<file path="src/rtl/twiddle_pkg.sv">
// Shared encodings and derived widths for the twiddle frame sequencer and its
// return monitor.
package twiddle_pkg;

  localparam int N_SAMPLES_DEF = 8;
  localparam int TIMEOUT_DEF   = 64;

  localparam logic [1:0] ST_IDLE  = 2'd0;
  localparam logic [1:0] ST_FEED  = 2'd1;
  localparam logic [1:0] ST_DRAIN = 2'd2;

  typedef enum logic [1:0] {
    S_IDLE  = ST_IDLE,
    S_FEED  = ST_FEED,
    S_DRAIN = ST_DRAIN
  } state_e;

  // Counters need one extra bit so that the value N_SAMPLES itself is representable.
  function automatic int cnt_width(input int n);
    return $clog2(n) + 1;
  endfunction

  function automatic int tmo_width(input int t);
    return $clog2(t + 1);
  endfunction

  localparam int NB_CNT = $clog2(N_SAMPLES_DEF) + 1;
  localparam int NB_TMO = $clog2(TIMEOUT_DEF + 1);

endpackage

</file>
<file path="src/rtl/twiddle_return_monitor.sv">
// Counts beats coming back from the twiddle stage, judges o_last legality and
// times the DRAIN phase.
module twiddle_return_monitor
  import twiddle_pkg::*;
#(
  parameter int N_SAMPLES = N_SAMPLES_DEF,
  parameter int TIMEOUT   = TIMEOUT_DEF,
  parameter int CNT_W     = NB_CNT,
  parameter int TMO_W     = NB_TMO
) (
  input  logic       i_clk,
  input  logic       i_rst,
  input  logic [1:0] i_state,
  input  logic       i_abort,
  input  logic       i_tw_valid,
  input  logic       i_tw_last,
  output logic       ret_done,
  output logic       proto_err_evt,
  output logic       timeout_evt
);

  localparam logic [CNT_W-1:0] RET_LAST = CNT_W'(N_SAMPLES - 1);
  localparam logic [CNT_W-1:0] RET_FULL = CNT_W'(N_SAMPLES);
  localparam logic [TMO_W-1:0] TMO_LAST = TMO_W'(TIMEOUT - 1);

  logic [CNT_W-1:0] ret_cnt_q, ret_cnt_d;
  logic [TMO_W-1:0] timer_q, timer_d;
  logic             active, in_drain, last_beat, beyond, last_ok;

  always_comb begin
    active        = (i_state != ST_IDLE);
    in_drain      = (i_state == ST_DRAIN);
    last_beat     = i_tw_valid && (ret_cnt_q == RET_LAST);
    beyond        = i_tw_valid && (ret_cnt_q == RET_FULL);
    last_ok       = i_tw_last && last_beat && in_drain;
    ret_done      = active && last_ok;
    proto_err_evt = active && ((i_tw_last && !last_ok) || beyond);
    // A last on the final allowed DRAIN cycle still counts as a clean finish.
    timeout_evt   = in_drain && (timer_q == TMO_LAST) && !last_ok && !proto_err_evt;

    ret_cnt_d = ret_cnt_q;
    if (!active || i_abort) begin
      ret_cnt_d = '0;
    end else if (i_tw_valid) begin
      ret_cnt_d = ret_cnt_q + CNT_W'(1);
    end

    timer_d = '0;
    if (in_drain && !i_abort) begin
      timer_d = timer_q + TMO_W'(1);
    end
  end

  always_ff @(posedge i_clk or posedge i_rst) begin
    if (i_rst) begin
      ret_cnt_q <= '0;
      timer_q   <= '0;
    end else begin
      ret_cnt_q <= ret_cnt_d;
      timer_q   <= timer_d;
    end
  end

endmodule

</file>
<file path="src/rtl/twiddle_frame_sequencer.sv">
// Admits one frame of N_SAMPLES four-lane beats, forwards it to the twiddle
// stage with one cycle of latency and tracks completion, errors and frame count.
module twiddle_frame_sequencer
  import twiddle_pkg::*;
#(
  parameter int NB_DATA   = 10,
  parameter int N_SAMPLES = 8,
  parameter int TIMEOUT   = 64,
  parameter int NB_FRAME  = 8
) (
  input  logic                   i_clk,
  input  logic                   i_rst,
  input  logic                   i_start,
  input  logic                   i_abort,
  input  logic                   i_clr_err,
  input  logic                   i_in_valid,
  output logic                   o_in_ready,
  input  logic [2*NB_DATA-1:0]   i_in_signal_0,
  input  logic [2*NB_DATA-1:0]   i_in_signal_1,
  input  logic [2*NB_DATA-1:0]   i_in_signal_2,
  input  logic [2*NB_DATA-1:0]   i_in_signal_3,
  output logic                   o_tw_valid,
  output logic [2*NB_DATA-1:0]   o_tw_signal_0,
  output logic [2*NB_DATA-1:0]   o_tw_signal_1,
  output logic [2*NB_DATA-1:0]   o_tw_signal_2,
  output logic [2*NB_DATA-1:0]   o_tw_signal_3,
  input  logic                   i_tw_valid,
  input  logic                   i_tw_last,
  output logic                   o_busy,
  output logic                   o_done,
  output logic [NB_FRAME-1:0]    o_frame_cnt,
  output logic                   o_proto_err,
  output logic                   o_timeout_err
);

  localparam int LANE_W = 2 * NB_DATA;
  localparam int CNT_W  = cnt_width(N_SAMPLES);
  localparam int TMO_W  = tmo_width(TIMEOUT);

  state_e                     state_q, state_d;
  logic [CNT_W-1:0]           in_cnt_q, in_cnt_d;
  logic                       vld_p1_q, vld_p1_d;
  logic [3:0][LANE_W-1:0]     lane_p1_q, lane_p1_d;
  logic                       done_q, done_d;
  logic [NB_FRAME-1:0]        frame_cnt_q, frame_cnt_d;
  logic                       proto_err_q, proto_err_d;
  logic                       timeout_err_q, timeout_err_d;

  logic hs, ret_done, proto_err_evt, timeout_evt;
  logic done_set, proto_set, tmo_set;

  twiddle_return_monitor #(
    .N_SAMPLES (N_SAMPLES),
    .TIMEOUT   (TIMEOUT),
    .CNT_W     (CNT_W),
    .TMO_W     (TMO_W)
  ) u_ret_mon (
    .i_clk         (i_clk),
    .i_rst         (i_rst),
    .i_state       (state_q),
    .i_abort       (i_abort),
    .i_tw_valid    (i_tw_valid),
    .i_tw_last     (i_tw_last),
    .ret_done      (ret_done),
    .proto_err_evt (proto_err_evt),
    .timeout_evt   (timeout_evt)
  );

  assign o_in_ready = (state_q == S_FEED) && (in_cnt_q < CNT_W'(N_SAMPLES));
  assign hs         = i_in_valid && o_in_ready;

  // Abort outranks every completion or error event in the same cycle.
  assign done_set  = ret_done && !i_abort;
  assign proto_set = proto_err_evt && !i_abort;
  assign tmo_set   = timeout_evt && !i_abort;

  always_comb begin
    state_d  = state_q;
    in_cnt_d = in_cnt_q;
    if (i_abort) begin
      state_d  = S_IDLE;
      in_cnt_d = '0;
    end else begin
      case (state_q)
        S_IDLE: begin
          in_cnt_d = '0;
          if (i_start) state_d = S_FEED;
        end
        S_FEED: begin
          if (proto_err_evt) begin
            state_d = S_IDLE;
          end else if (hs) begin
            in_cnt_d = in_cnt_q + CNT_W'(1);
            if (in_cnt_q == CNT_W'(N_SAMPLES - 1)) state_d = S_DRAIN;
          end
        end
        S_DRAIN: begin
          if (proto_err_evt || ret_done || timeout_evt) state_d = S_IDLE;
        end
        default: state_d = S_IDLE;
      endcase
    end
  end

  always_comb begin
    vld_p1_d  = hs && !i_abort;
    lane_p1_d = lane_p1_q;
    if (hs && !i_abort) begin
      lane_p1_d = {i_in_signal_3, i_in_signal_2, i_in_signal_1, i_in_signal_0};
    end

    done_d        = done_set;
    frame_cnt_d   = frame_cnt_q + NB_FRAME'(done_set);
    // A set event in the same cycle as a clear leaves the flag set.
    proto_err_d   = proto_set | (proto_err_q & ~i_clr_err);
    timeout_err_d = tmo_set | (timeout_err_q & ~i_clr_err);
  end

  always_ff @(posedge i_clk or posedge i_rst) begin
    if (i_rst) begin
      state_q       <= S_IDLE;
      in_cnt_q      <= '0;
      vld_p1_q      <= 1'b0;
      lane_p1_q     <= '0;
      done_q        <= 1'b0;
      frame_cnt_q   <= '0;
      proto_err_q   <= 1'b0;
      timeout_err_q <= 1'b0;
    end else begin
      state_q       <= state_d;
      in_cnt_q      <= in_cnt_d;
      vld_p1_q      <= vld_p1_d;
      lane_p1_q     <= lane_p1_d;
      done_q        <= done_d;
      frame_cnt_q   <= frame_cnt_d;
      proto_err_q   <= proto_err_d;
      timeout_err_q <= timeout_err_d;
    end
  end

  assign o_tw_valid    = vld_p1_q;
  assign o_tw_signal_0 = lane_p1_q[0];
  assign o_tw_signal_1 = lane_p1_q[1];
  assign o_tw_signal_2 = lane_p1_q[2];
  assign o_tw_signal_3 = lane_p1_q[3];
  assign o_busy        = (state_q != S_IDLE);
  assign o_done        = done_q;
  assign o_frame_cnt   = frame_cnt_q;
  assign o_proto_err   = proto_err_q;
  assign o_timeout_err = timeout_err_q;

endmodule

</file>
<file path="config.mk">
export PLATFORM = sky130hd
export DESIGN_NAME = twiddle_frame_sequencer
export DESIGN_NICKNAME = d
export VERILOG_FILES = /design/src/rtl/twiddle_pkg.sv /design/src/rtl/twiddle_return_monitor.sv /design/src/rtl/twiddle_frame_sequencer.sv
export SDC_FILE = /design/constraint.sdc
export NUM_CORES = 1
export LEC_CHECK = 0
export CAP_MARGIN = 20
export CELL_PAD_IN_SITES_DETAIL_PLACEMENT = 1
export CELL_PAD_IN_SITES_GLOBAL_PLACEMENT = 2
export CORE_AREA = 4 4 139 141
export CTS_CLUSTER_SIZE = 12
export DETAILED_ROUTE_END_ITERATION = 6
export DIE_AREA = 0 0 143 145
export HOLD_SLACK_MARGIN = 0.15
export PLACE_DENSITY_LB_ADDON = 0.1
export SLEW_MARGIN = 10
export SYNTH_ARGS = -nofsm -noshare
export SYNTH_HDL_FRONTEND = slang
export SYNTH_HIERARCHICAL = 1
export SYNTH_SLANG_ARGS = --single-unit
</file>
<file path="constraint.sdc">
create_clock -name i_clk -period 4.1 [get_ports i_clk]
set_input_delay 1.23 -clock i_clk [delete_from_list [all_inputs] [get_ports i_clk]]
set_output_delay 1.23 -clock i_clk [all_outputs]
set_load 0.02 [all_outputs]
</file>
# --- Word-level counts from Yosys, hierarchy flattened ---
# Index checks and enable logic that the tools add are counted.
totals:
  ff_bits: 109
  in_bits: 88
  output_inout_bits: 94
  wordCells: 80
classes:
  n_addsub: 4
  order_cmp: 1
  n_eq_ne: 12
  muxes: 14
  bitwise_logic: 5
  reduce_logical: 31
ops:
  columns: ["op", "n"]
  rows:
  - ["two-way mux 4 bit", 5]
  - ["logical AND 1 bit", 17]
  - ["two-way mux 2 bit", 6]
  - ["inequality test 3 bit, second input constant", 4]
  - ["adder 4 x 1 -> 4 bit, second input constant", 2]
  - ["adder 8 x 1 -> 8 bit", 1]
  - ["== test 4 x 3 -> 1 bit, second input constant", 2]
  - ["case mux 4 bit (2 select lines)", 1]
  - ["adder 7 x 1 -> 7 bit, second input constant", 1]
  - ["== test 7 x 6 -> 1 bit, second input constant", 1]
  - ["two-way mux 7 bit", 1]
  - ["case mux 2 bit (3 select lines)", 1]
  - ["== test 4 bit, second input constant", 1]
  - ["logical NOT 1 bit", 4]
  - ["logical OR 1 bit", 4]
  - ["less-than comparator 4 bit, second input constant", 1]
  - ["inequality test 4 x 3 -> 1 bit, second input constant", 1]
  - ["inequality test 4 bit, second input constant", 1]
  - ["AND reduction 4 bit", 1]
  - ["nonzero test 2 bit", 2]
  - ["AND reduction 3 bit", 1]
  - ["nonzero test 3 bit", 1]
  - ["bitwise AND 1 bit", 2]
  - ["== test 2 x 1 -> 1 bit, second input constant", 1]
  - ["4 further kinds", 5]

# --- Depth between registers and ports, before layout ---
# Gate-level depths: netlist of run 1.
depth:
  ltp_word: 14
  mapped_depth: 8
  depth_no_buf: 8

# --- By module ---
# Netlist of run 1, hierarchy kept.
by_module_without_submodules:
  columns: ["module", "instances", "cells_per_inst", "area_per_inst_um2"]
  rows:
  - ["twiddle_frame_sequencer", 1, 239, 3843.7]
  - ["twiddle_return_monitor", 1, 61, 584.3]

# --- Worst setup path after synthesis of run 1 ---
# Ideal clock, no wire load.
synth_path:
  path_type: "input port to flip-flop"
  startpoint: "input port i_tw_valid"
  endpoint: "register in_cnt_q[0]"
  setup_time_ps: 132
  t_arrival_ps: 2522
  required_ps: 3968
  path_slack_ps: 1446
  path_stages: 7
  n_path_buf: 1
  cell_sequence: "clkbuf_1 > nand4b_1 > a21oi_1 > nor2_1 > or3b_2 > a21oi_1 > o32ai_1"
synth_between:
  elab_chain_len: 9
synth_lines:
  columns: ["element", "line", "text"]
  rows:
  - ["start: declaration", "twiddle_frame_sequencer.sv:27", "input logic i_tw_valid,"]
  - ["logical AND 1 bit", "twiddle_return_monitor.sv:33", "last_beat = i_tw_valid && (ret_cnt_q == RET_LAST);"]
  - ["logical AND 1 bit (2 in series)", "twiddle_return_monitor.sv:35", "last_ok = i_tw_last && last_beat && in_drain;"]
  - ["logical NOT 1 bit", "twiddle_return_monitor.sv:37", "proto_err_evt = active && ((i_tw_last && !last_ok) || beyond);"]
  - ["logical AND 1 bit", "twiddle_return_monitor.sv:37", null]
  - ["logical OR 1 bit (*)", "twiddle_return_monitor.sv:37", null]
  - ["logical AND 1 bit (*)", "twiddle_return_monitor.sv:37", null]
  - ["net proto_err_evt", "twiddle_frame_sequencer.sv:49", "logic hs, ret_done, proto_err_evt, timeout_evt;"]
  - ["inequality test 3 bit (no source line) (*)", null, null]
  - ["AND reduction 3 bit (no source line) (*)", null, null]
  - ["end signal: assignment", "twiddle_frame_sequencer.sv:131", "in_cnt_q <= in_cnt_d;"]
  - ["end: declaration", "twiddle_frame_sequencer.sv:41", "logic [CNT_W-1:0] in_cnt_q, in_cnt_d;"]
# The timed path passes the listed nets; every way through them passes the cells marked *.
# A chain may end at the register's enable or synchronous reset.

# --- Worst setup path in the final report of run 1 ---
layout_path:
  startpoint: "register state_q[1]"
  endpoint: "output port o_in_ready"
layout_between:
  elab_chain_len: 2
layout_lines:
  columns: ["element", "line", "text"]
  rows:
  - ["start: declaration", "twiddle_frame_sequencer.sv:40", "state_e state_q, state_d;"]
  - ["start signal: assignment", "twiddle_frame_sequencer.sv:130", "state_q <= state_d;"]
  - ["== test 2 x 1 -> 1 bit", "twiddle_frame_sequencer.sv:69", "assign o_in_ready = (state_q == S_FEED) && (in_cnt_q < CNT_W'(N_SAMPLES));"]
  - ["logical AND 1 bit", "twiddle_frame_sequencer.sv:69", null]
  - ["end: declaration", "twiddle_frame_sequencer.sv:17", "output logic o_in_ready,"]
# No other way between the ends.

==> results of run 1 <==
[layout by cell type, fill, tap and decap left out, types with 2 or more instances in the layout]
cell type,instances
nand3b_1,2
ha_1,6
nor2_1,12
clkbuf_16,9
a21oi_1,4
xor2_1,4
dfrtp_1,109
and3_1,3
clkdlybuf4s50_1,181
mux2_2,80
o21ai_0,2
nand4b_1,2
nand2_1,5
xnor2_1,8
nor3b_1,2
clkinv_2,2
nand2b_1,3
o22ai_1,2
o32ai_1,2
or3_1,3
inv_1,9
nand3_1,10
[cells in the mapped netlist, drive strengths merged]
master	n
o32ai	2
nand4b	2
nor3	1
buf	9
nor2	12
o21bai	1
o31ai	1
o21ai	2
nand4bb	1
and2	1
a21oi	4
nand2b	4
a211oi	1
and3	3
or2	1
or3b	2
nand3b	2
mux2i	1
or3	4
a41oi	1
inv	11
clkbuf	2
mux2	80
dfrtp	109
a31oi	1
or2b	1
o32a	1
nor2b	1
nand3	11
nor3b	2
nand2	5
xnor2	8
o22ai	2
ha	6
nand4	1
xor2	4
[layer usage]
| layer | part of all wire [%] | routed length [µm] |
|---|---|---|
| met5 | 0 | 0 |
| met2 | 48 | 5750 |
| met4 | 2.3 | 269 |
| met1 | 44 | 5230 |
| met3 | 5.8 | 689 |
[cell type report]
class / count / area, µm²
Clock inverter: 4 / 48.8
Multi-Input combinational cell: 169 / 1510
Timing Repair Buffer: 183 / 1840
Sequential cell: 109 / 2730
Tap cell: 229 / 287
Clock buffer: 10 / 239
Fill cell: 1901 / 11300
Inverter: 11 / 51.3
[worst max-delay path, delay by kind of cell (launching register included)]
kind,cells,cell delay [ns]
flip-flops,1,0.50
AND/OR/NAND/NOR,2,0.38
buffers and inverters,1,0.62
[state kept, by name, indices dropped and copies added, names as in the netlist]
name,flops
in_cnt_q,4
o_proto_err,1
state_q,2
o_done,1
o_frame_cnt,8
o_timeout_err,1
o_tw_signal_3,20
o_tw_signal_0,20
o_tw_signal_2,20
o_tw_valid,1
u_ret_mon/ret_cnt_q,4
o_tw_signal_1,20
u_ret_mon/timer_q,7
[worst paths after layout]
kind	endpoint	from	slack [ns]
max	o_in_ready	state_q[1]	1.02
min	o_frame_cnt[7]	o_frame_cnt[7]	0.49
max reg2reg	o_tw_signal_2[10]	state_q[1]	1.92
min reg2reg	o_frame_cnt[7]	o_frame_cnt[7]	0.49
max in group asynchronous	o_tw_signal_1[17]	i_rst	2.08
min in group asynchronous	o_tw_signal_2[2]	i_rst	1.28
[per-stage QoR]
step | area [µm²] | instances
2_1_floorplan | 4430 | 300
3_3_place_gp | 6420 | 701
3_5_place_dp | 6420 | 701
4_1_cts | 6710 | 715
5_1_grt | 6710 | 715
6_report | 6710 | 715
[power by group through the flow]
stage	sequential (W)	clock [W]	combinational [W]
after floorplan	0.00169	0	0.000241
after global placement	0.00142	0	0.00112
after detailed placement	0.00142	0	0.00112
after CTS	0.00140	0.000916	0.00113
after global routing	0.00143	0.000961	0.00116
final	0.00140	0.000875	0.00110
[cell families after synthesis]
group / synth area share [%]
compound gates: 2.46
mux: 20.6
xor+xnor: 2.37
fa+ha+maj: 1.70
flops: 61.6
simple gates: 7.09
buf+inv: 4.21
==> key figures, run 1 <==
Outcome
  – Status: finished clean

Worst setup path
  – Max FO, Critical Path: 12
  – Setup CP Type: flop to output port
  – Critical Path Max Stage Delay: 0.62 ns
  – Critical path data required time: 2.87 ns
  – CP Launch Type: flop
  – Worst Setup End Kind: output port
  – Worst-path cell chain: nand2b_2 > nor2_1 > clkdlybuf4s50_1
  – Reg2Reg Depth: 4
  – Critical path arrival: 1.85 ns
  – Slowest-stage cell, CP: clkdlybuf4s50_1

Yosys
  – Synth top area share: 61.6%
  – Syn_nets: approximately 400
  – Synthesized area: roughly 4400 µm²
  – #FFs+latches synth: approximately 110
  – Cell taking the most area after synthesis: dfrtp_1
  – Syn Area/Cell: around 15 µm²
  – Syn Inst Count: 300
  – Yosys warns: 6
  – Post-synth cell types: 43
  – Post-synthesis sequential area ratio: 61.6%
  – Area contributors post-synth: dfrtp_1 (62%), mux2_2 (20%), buf_8 (2.4%), ha_1 (1.7%), xnor2_1 (1.6%)

Min path
  – Worst hold stages: 1
  – Type of the most critical hold path: flop to flop

Clock network
  – CTS Hold Bufs: 0
  – Clock buffer depth: 2
  – Worst skew pair latency: 0.34 ns
  – CTS tree: built
  – CTS H-Tree Depth: 3
  – Clock transition at path regs: around 0.070 ns
  – Post-CTS setup buffer count: 0
  – Clock Root Buffer: clkbuf_16
  – Clock sink total: about 110
  – Post-CTS Resized: 0
  – Num CTS Buffers: 9

Floorplan
  – Die area: 20,700 µm²
  – Starting density of the core: 24.6%
  – # IOs: 182
  – Core ar.: around 18,000 µm²
  – Row cnt: 49
  – Height of the chip: 145 µm
  – Die Wd: 143 µm

Drt
  – Residual DRC: 0
  – Post-route antenna net violation count: 0
  – Routed vias: ~3k
  – Via density: 4.30
  – Routed WL per cell: about 17 µm
  – DRT iter0 DRCs: 118
  – Pre-Repair DR Iteration Count: 4
  – Post-Route WL: 11.9 mm

STA
  – Tmin final: a little over 3 ns
  – Setup violators final: 0
  – Worst slew pin tran: 0.609 ns
  – Max Freq: ~0.32 GHz
  – Crit share post-route: 75.1%
  – Hold Violations, Final: 0
  – RSZ-0062 raised after global routing: false
  – WHS: a little under 0.5 ns
  – Rel. slew slack: 59.4%
  – Worst setup margin: 1.02 ns
  – Max Slew Vio Count: 0
  – Setup TNS Final: 0 ns
  – Clock skew: roughly 0.0080 ns

Cells and area
  – Post-layout util: a little under two fifths
  – Area grow syn2layout: 51.5%
  – Share of layout cells above drive strength 1: 21.4%
  – Nets: 577
  – Antenna Diode Count: 0

Global route
  – Initial antenna violation count: 0
  – Largest net degree at the start of global routing: 82
  – Met1 Use GR: roughly 15%
  – M3 GR Usage: under 10%
  – GRT Total Usage: 11.5%
  – Met2 Track Usage GR: 18.8%
  – Vias in the first global route: 3,328
  – First-pass GRT wire length: 18.8 mm
  – GRT overflow: 0
  – GRT busiest layer: met2

Flow run
  – Max Cap Viol: 0

Place
  – Hpwl dp: between 8 and 9 mm
  – Final GP Congestion: 0.730
  – DP Worst Slack: a little over 0.8 ns
  – Number of buffer cells added on primary ports: 181

Power and ir drop
  – Lkg Pwr: 2.74 nW
  – Total Power: 0.00338 W
  – P_int: approximately 0.0024 W
  – Pwr dens: 504 nW/µm²
  – Switching Fraction: 29.5%
  – Clock power frac: 25.9%
  – Worst VDD drop: about 0.00022 V
  – Combinational power share: about a third
  – Switching pwr: about 0.0010 W
  – Seq pwr share: 41.4%
(Power assumes the default switching activity.)
==> run 2: changes to the inputs <==
clock period = 3.2 ns   (was 4.1 ns; I/O delays follow)
==> run 2 against run 1 <==
Effect of this change: sequential share of layout area fell by 0.32 points; combinational power is 29% higher; cell count up 1.1%; cell area is 0.78% higher; hold slack worse by 0.0053 ns; sequential cell count unchanged; global-route usage up 0.10 points; first-iteration DRC count is 31% higher; setup slack lost 0.64 ns; power up 26%; register-to-register slack worse by 0.75 ns; core utilization rose by 0.29 points; critical path type unchanged.
==> key figures, run 2 (synthesis results as in run 1) <==
Outcome
  – Status: finished clean (unchanged)

Worst setup path
  – Critical path data required time: 2.24 ns (was 2.87 ns)
  – WP buf/inv: 1 (unchanged)
  – Slowest-stage cell, CP: clkdlybuf4s50_1 (unchanged)
  – Max FO, Critical Path: 12 (unchanged)
  – Worst Setup End Kind: output port (unchanged)
  – CP Launch Type: flop (unchanged)
  – Worst-path cell chain: nand2b_2 > nor2_1 > clkdlybuf4s50_1 (unchanged)
  – Crit path max-delay family: buffers and inverters (unchanged)
  – Critical path arrival: 1.86 ns (was 1.85 ns)
  – Critical Path Max Stage Delay: 0.62 ns (about the same)
  – Setup CP Type: flop to output port (unchanged)

Place
  – Number of buffer cells added on primary ports: 181 (unchanged)
  – DP Worst Slack: 0.321 ns (was 0.823 ns)
  – Hpwl dp: 9.02 mm (was 8.83 mm)
  – Final GP Congestion: 0.715 (was 0.730)

Drt
  – DRT iter0 DRCs: 155 (was 118)
  – Residual DRC: 0 (unchanged)
  – Via density: 4.24 (was 4.30)
  – Post-Route WL: 12.0 mm (was 11.9 mm)
  – Post-route antenna net violation count: 0 (unchanged)
  – Routed vias: 3,067 (was 3,077)
  – Routed WL per cell: 16.6 µm (was 16.7 µm)
  – Pre-Repair DR Iteration Count: 4 (unchanged)

Cells and area
  – Post-layout util: 37.6% (was 37.3%)
  – Area grow syn2layout: 52.6% (was 51.5%)
  – Share of layout cells above drive strength 1: 21.9% (was 21.4%)
  – Nets: 582 (was 577)
  – Commonest non-fill, non-tap cells in the layout: clkdlybuf4s50_1 (181), dfrtp_1 (109), mux2_2 (80) (unchanged)
  – Filler Cell Count: 1,903 (was 1,901)
  – Most common cell after layout, fill and taps aside: clkdlybuf4s50_1 (unchanged)

Floorplan
  – Die area: 20,700 µm² (unchanged)
  – Core ar.: 18,000 µm² (unchanged)
  – Die Wd: 143 µm (unchanged)
  – # IOs: 182 (unchanged)
  – Starting density of the core: 24.6% (unchanged)
  – Height of the chip: 145 µm (unchanged)
  – Row cnt: 49 (unchanged)

STA
  – Worst slew pin tran: 0.574 ns (was 0.609 ns)
  – Max Slew Vio Count: 0 (unchanged)
  – Clock skew: 0.00519 ns (was 0.00800 ns)
  – Rel. slew slack: 61.7% (was 59.4%)
  – Setup violators final: 0 (unchanged)
  – Hold Violations, Final: 0 (unchanged)
  – RSZ-0062 raised after global routing: false (unchanged)
  – Crit share post-route: 88.0%
  – Max Freq: 0.355 GHz
  – Tmin final: 2.82 ns
  – Worst setup margin: 0.384 ns (was 1.02 ns)
  – Setup TNS Final: 0 ns (unchanged)
  – WHS: 0.481 ns (was 0.487 ns)

Power and ir drop
  – Total Power: 0.00424 W (was 0.00338 W)
  – Pwr dens: 627 nW/µm² (was 504 nW/µm²)
  – Worst VDD drop: 0.000232 V (was 0.000219 V)
  – Lkg Pwr: 2.75 nW (was 2.74 nW)

Clock network
  – Post-CTS Resized: 0 (unchanged)
  – Clock sink total: 109 (unchanged)
  – Post-CTS setup buffer count: 0 (unchanged)
  – Num CTS Buffers: 9 (unchanged)
  – Clock buffer depth: 2 (unchanged)
  – CTS H-Tree Depth: 3 (unchanged)
  – Clock transition at path regs: 0.07 ns (about the same)
  – Clock Root Buffer: clkbuf_16 (unchanged)
  – CTS Hold Bufs: 0 (unchanged)
  – Worst skew pair latency: 0.34 ns (about the same)
  – CTS tree: built (unchanged)

Flow run
  – Max Cap Viol: 0 (unchanged)

Global route
  – Initial antenna violation count: 1 (was 0)
  – Largest net degree at the start of global routing: 99 (was 82)
  – GRT overflow: 0 (unchanged)
  – Vias in the first global route: 3,291 (was 3,328)
  – First-pass GRT wire length: 18.9 mm (was 18.8 mm)
  – GRT Total Usage: 11.6% (was 11.5%)

Min path
  – Type of the most critical hold path: flop to flop (unchanged)
-- run 2: cell count changes in the layout (fill, tap and decap cells not counted), moves of 2 or more --
cell	change
clkbuf_1	+3
clkinvlp_4	+3
buf_4	+2
buf_12	+3
-- run 2: path summary, 6_finish.rpt --
path / from / endpoint / slack (ns) / cells after the start
min in group asynchronous: i_rst / u_ret_mon/timer_q[0] / 1.01 / 2
max: state_q[1] / o_in_ready / 0.38 / 3
min: o_frame_cnt[7] / o_frame_cnt[7] / 0.48 / 1
max reg2reg: state_q[1] / o_tw_signal_2[4] / 1.17 / 5
max in group asynchronous: i_rst / o_frame_cnt[7] / 1.63 / 3
min reg2reg: o_frame_cnt[7] / o_frame_cnt[7] / 0.48 / 1
-- run 2: per-layer routing --
metal / GRT usage, % / routed length (µm) / share of wire (%) / vias up
met5: 0 / 0 / 0 / -
met4: 5.13 / 237 / 2.0 / 0
met3: 2.01 / 574 / 4.8 / 13
met2: 19.6 / 5990 / 50 / 96
met1: 14.5 / 5210 / 43 / 1528
li1: - / - / - / 1430
-- run 2: cell type report --
type                    instances  area, µm²  area share [%]
clock inverters                 4       25.0           0.370
well taps                     229        287            4.24
inverters                      11       52.6           0.777
diodes                          1       2.50          0.0370
repair buffers                188       1910            28.3
flip-flops and latches        109       2730            40.4
multi-input cells             169       1510            22.4
clock buffers                  12        236            3.50
-- run 2: metrics by stage --
step	cell area [µm²]	std cells
final	6760	723
after global routing	6760	723
after CTS	6760	722
after detailed placement	6490	706
after global placement	6490	706
after floorplan	4430	300
-- run 2: where the power goes --
part	switching [W]	internal [W]	leakage [nW]
combinational	0.000643	0.000781	1.27
sequential	0.000135	0.00166	1.36
clock	0.000498	0.000527	0.123
==> run 3: changes to the inputs <==
CORE_AREA = 2 2 137 139   (was 4 4 139 141)
DIE_AREA = 0 0 139 141   (was 0 0 143 145)
==> run 3 against run 2 <==
Effect of this change: global-route usage rose by 0.78 points; first-iteration DRC count fell by 54%; non-clock buffer count rose by 2; core utilization fell by 0.30 points; power rose by 3.0%; clock skew rose by 0.00058 ns.
==> key figures, run 3 (synthesis results as in run 1) <==
Outcome
  – Status: finished clean (unchanged)

Drt
  – Routed WL per cell: 16.3 µm (was 16.6 µm)
  – Met2 wirelength from detailed routing: 5.58 mm (was 5.99 mm)
  – Post-route antenna net violation count: 0 (unchanged)
  – Residual DRC: 0 (unchanged)
  – Routed vias: 3,086 (was 3,067)
  – Via density: 4.23 (was 4.24)
  – Highest metal used: met4 (unchanged)
  – Post-Route WL: 11.9 mm (was 12.0 mm)
  – DRT iter0 DRCs: 72 (was 155)
  – Pre-Repair DR Iteration Count: 4 (unchanged)
  – Met1 WL: 5.61 mm (was 5.21 mm)
  – WL met3: 488 µm (was 574 µm)

Power and ir drop
  – P_int: 0.00309 W (was 0.00296 W)
  – Seq pwr share: 40.9% (was 42.2%)
  – Pwr dens: 641 nW/µm² (was 627 nW/µm²)
  – Combinational power share: 32.6% (was 33.6%)
  – Worst VDD drop: 0.000234 V (was 0.000232 V)
  – Switching Fraction: 29.3% (was 30.1%)
  – Lkg Pwr: 2.79 nW (was 2.75 nW)
  – Clock power frac: 26.5% (was 24.2%)
  – Switching pwr: 0.00128 W (about the same)

Floorplan
  – Die Wd: 139 µm (was 143 µm)
  – Starting density of the core: 24.2% (was 24.6%)
  – Die area: 19,600 µm² (was 20,700 µm²)
  – Row cnt: 50 (was 49)
  – # IOs: 182 (unchanged)
  – Core ar.: 18,300 µm² (was 18,000 µm²)
  – Height of the chip: 141 µm (was 145 µm)

Worst setup path
  – Reg-to-reg slack, setup: 1.19 ns (was 1.17 ns)
  – R2r endpoint: o_tw_signal_0[9] (was o_tw_signal_2[4])
  – Setup CP Type: flop to output port (unchanged)
  – Slowest-stage cell, CP: clkdlybuf4s50_1 (unchanged)
  – Stages on worst setup path: 3 (unchanged)
  – Crit path max-delay family: buffers and inverters (unchanged)
  – Critical Path Max Stage Delay: 0.62 ns (about the same)
  – Worst Setup EP: o_in_ready (unchanged)
  – Reg2Reg Depth: 5 (unchanged)
  – Max FO, Critical Path: 12 (unchanged)
  – Worst-path cell chain: nand2b_2 > nor2_1 > clkdlybuf4s50_1 (unchanged)
  – Worst Setup End Kind: output port (unchanged)
  – R2r startpoint: state_q[1] (unchanged)
  – Critical path data required time: 2.24 ns (about the same)
  – CP Launch Type: flop (unchanged)
  – WP buf/inv: 1 (unchanged)
  – Critical path arrival: 1.84 ns (was 1.86 ns)
  – Worst Setup SP: state_q[1] (unchanged)

STA
  – Tmin final: 2.80 ns (was 2.82 ns)
  – Hold Violations, Final: 0 (unchanged)
  – Max Freq: 0.358 GHz (was 0.355 GHz)
  – Clock skew: 0.00577 ns (was 0.00519 ns)
  – Crit share post-route: 87.4% (was 88.0%)
  – RSZ-0062 raised after global routing: false (unchanged)
  – Worst slew pin tran: 0.678 ns (was 0.574 ns)
  – Setup TNS Final: 0 ns (unchanged)
  – Rel. slew slack: 54.7% (was 61.7%)
  – Setup violators final: 0 (unchanged)
  – Max Slew Vio Count: 0 (unchanged)

Min path
  – Worst hold stages: 1 (unchanged)
  – Type of the most critical hold path: flop to flop (unchanged)
  – Hold Crit Start: o_frame_cnt[7] (unchanged)

Cells and area
  – Most common cell after layout, fill and taps aside: clkdlybuf4s50_1 (unchanged)
  – Commonest non-fill, non-tap cells in the layout: clkdlybuf4s50_1 (181), dfrtp_1 (109), mux2_2 (80) (unchanged)
  – FF+latch area: 2730 µm² (unchanged)
  – Area grow syn2layout: 54.0% (was 52.6%)
  – Nets: 584 (was 582)
  – Post-layout instance area: 6820 µm² (was 6760 µm²)
  – Final std cells w/o fill: 729 (was 723)
  – Post-layout util: 37.3% (was 37.6%)
  – Multi-input logic area: 1510 µm² (unchanged)
  – Filler Cell Count: 1,911 (was 1,903)
  – Share of layout cells above drive strength 1: 22.5% (was 21.9%)

Clock network
  – Clock transition at path regs: 0.07 ns (about the same)
  – CTS tree: built (unchanged)
  – CTS Hold Bufs: 0 (unchanged)
  – CTS H-Tree Depth: 3 (unchanged)
  – Num CTS Buffers: 9 (unchanged)
  – Clock buffer depth: 2 (unchanged)
  – Clock Root Buffer: clkbuf_16 (unchanged)
  – Post-CTS setup buffer count: 0 (unchanged)
  – Post-CTS Resized: 0 (unchanged)
  – Clock sink total: 109 (unchanged)
  – Worst skew pair latency: 0.35 ns (was 0.34 ns)

Place
  – Placed cell area: 6520 µm² (was 6490 µm²)
  – Final GP Congestion: 0.721 (was 0.715)
  – Placed cells: 713 (was 706)
  – Hpwl dp: 9.11 mm (was 9.02 mm)
  – Number of buffer cells added on primary ports: 181 (unchanged)

Global route
  – GRT Total Usage: 12.4% (was 11.6%)
  – GRT overflow: 0 (unchanged)
  – Largest net degree at the start of global routing: 31 (was 99)
  – Vias in the first global route: 3,170 (was 3,291)
  – First-pass GRT wire length: 18.7 mm (was 18.9 mm)
  – Initial antenna violation count: 0 (was 1)

Flow run
  – Max Cap Viol: 0 (unchanged)
## run 3: cell count changes in the layout (fill, tap and decap cells not counted), sizes merged
cell,delta
inv,+1
bufinv,+1
clkinvlp,-2
clkinv,-1
buf,+2
## run 3: how the worst min path moves through the flow
| stage | slack, ns | end |
|---|---|---|
| after floorplan | 0.45 | u_ret_mon/timer_q[0] |
| after global placement | 0.46 | o_frame_cnt[7] |
| after detailed placement | 0.47 | o_frame_cnt[7] |
| after CTS | 0.48 | o_frame_cnt[7] |
| after global routing | 0.52 | o_frame_cnt[7] |
| final | 0.48 | o_frame_cnt[7] |
## run 3: per-stage QoR
step	worst slack [ns]	power (W)	hold WS (ns)
finish	0.404	0.00437	0.484
global route	0.312	0.00460	0.519
CTS	0.369	0.00446	0.482
detailed placement	0.261	0.00327	0.472
global placement	0.321	0.00325	0.464
floorplan	0.816	0.00248	0.450
## run 3: final cells by class
type / instances / share of cell area (%)
Timing Repair Buffer: 190 / 28.3
Sequential cell: 109 / 40.0
Clock buffer: 12 / 3.76
Inverter: 11 / 0.771
Tap cell: 234 / 4.29
Antenna cell: 1 / 0.0367
Clock inverter: 3 / 0.642
Multi-Input combinational cell: 169 / 22.2
## run 3: power groups by stage
stage                     combinational [W]  clock [W]  sequential (W)
after floorplan                    0.000309          0         0.00217
after global placement              0.00144          0         0.00181
after detailed placement            0.00145          0         0.00182
after CTS                           0.00145    0.00122         0.00179
after global routing                0.00149    0.00128         0.00183
final                               0.00142    0.00116         0.00179
## run 3: per-layer routing
layer,vias up,global-route usage (%)
met2,97,18.8
met3,12,2.51
met1,1537,17.5
met5,-,0
li1,1440,-
met4,0,4.78
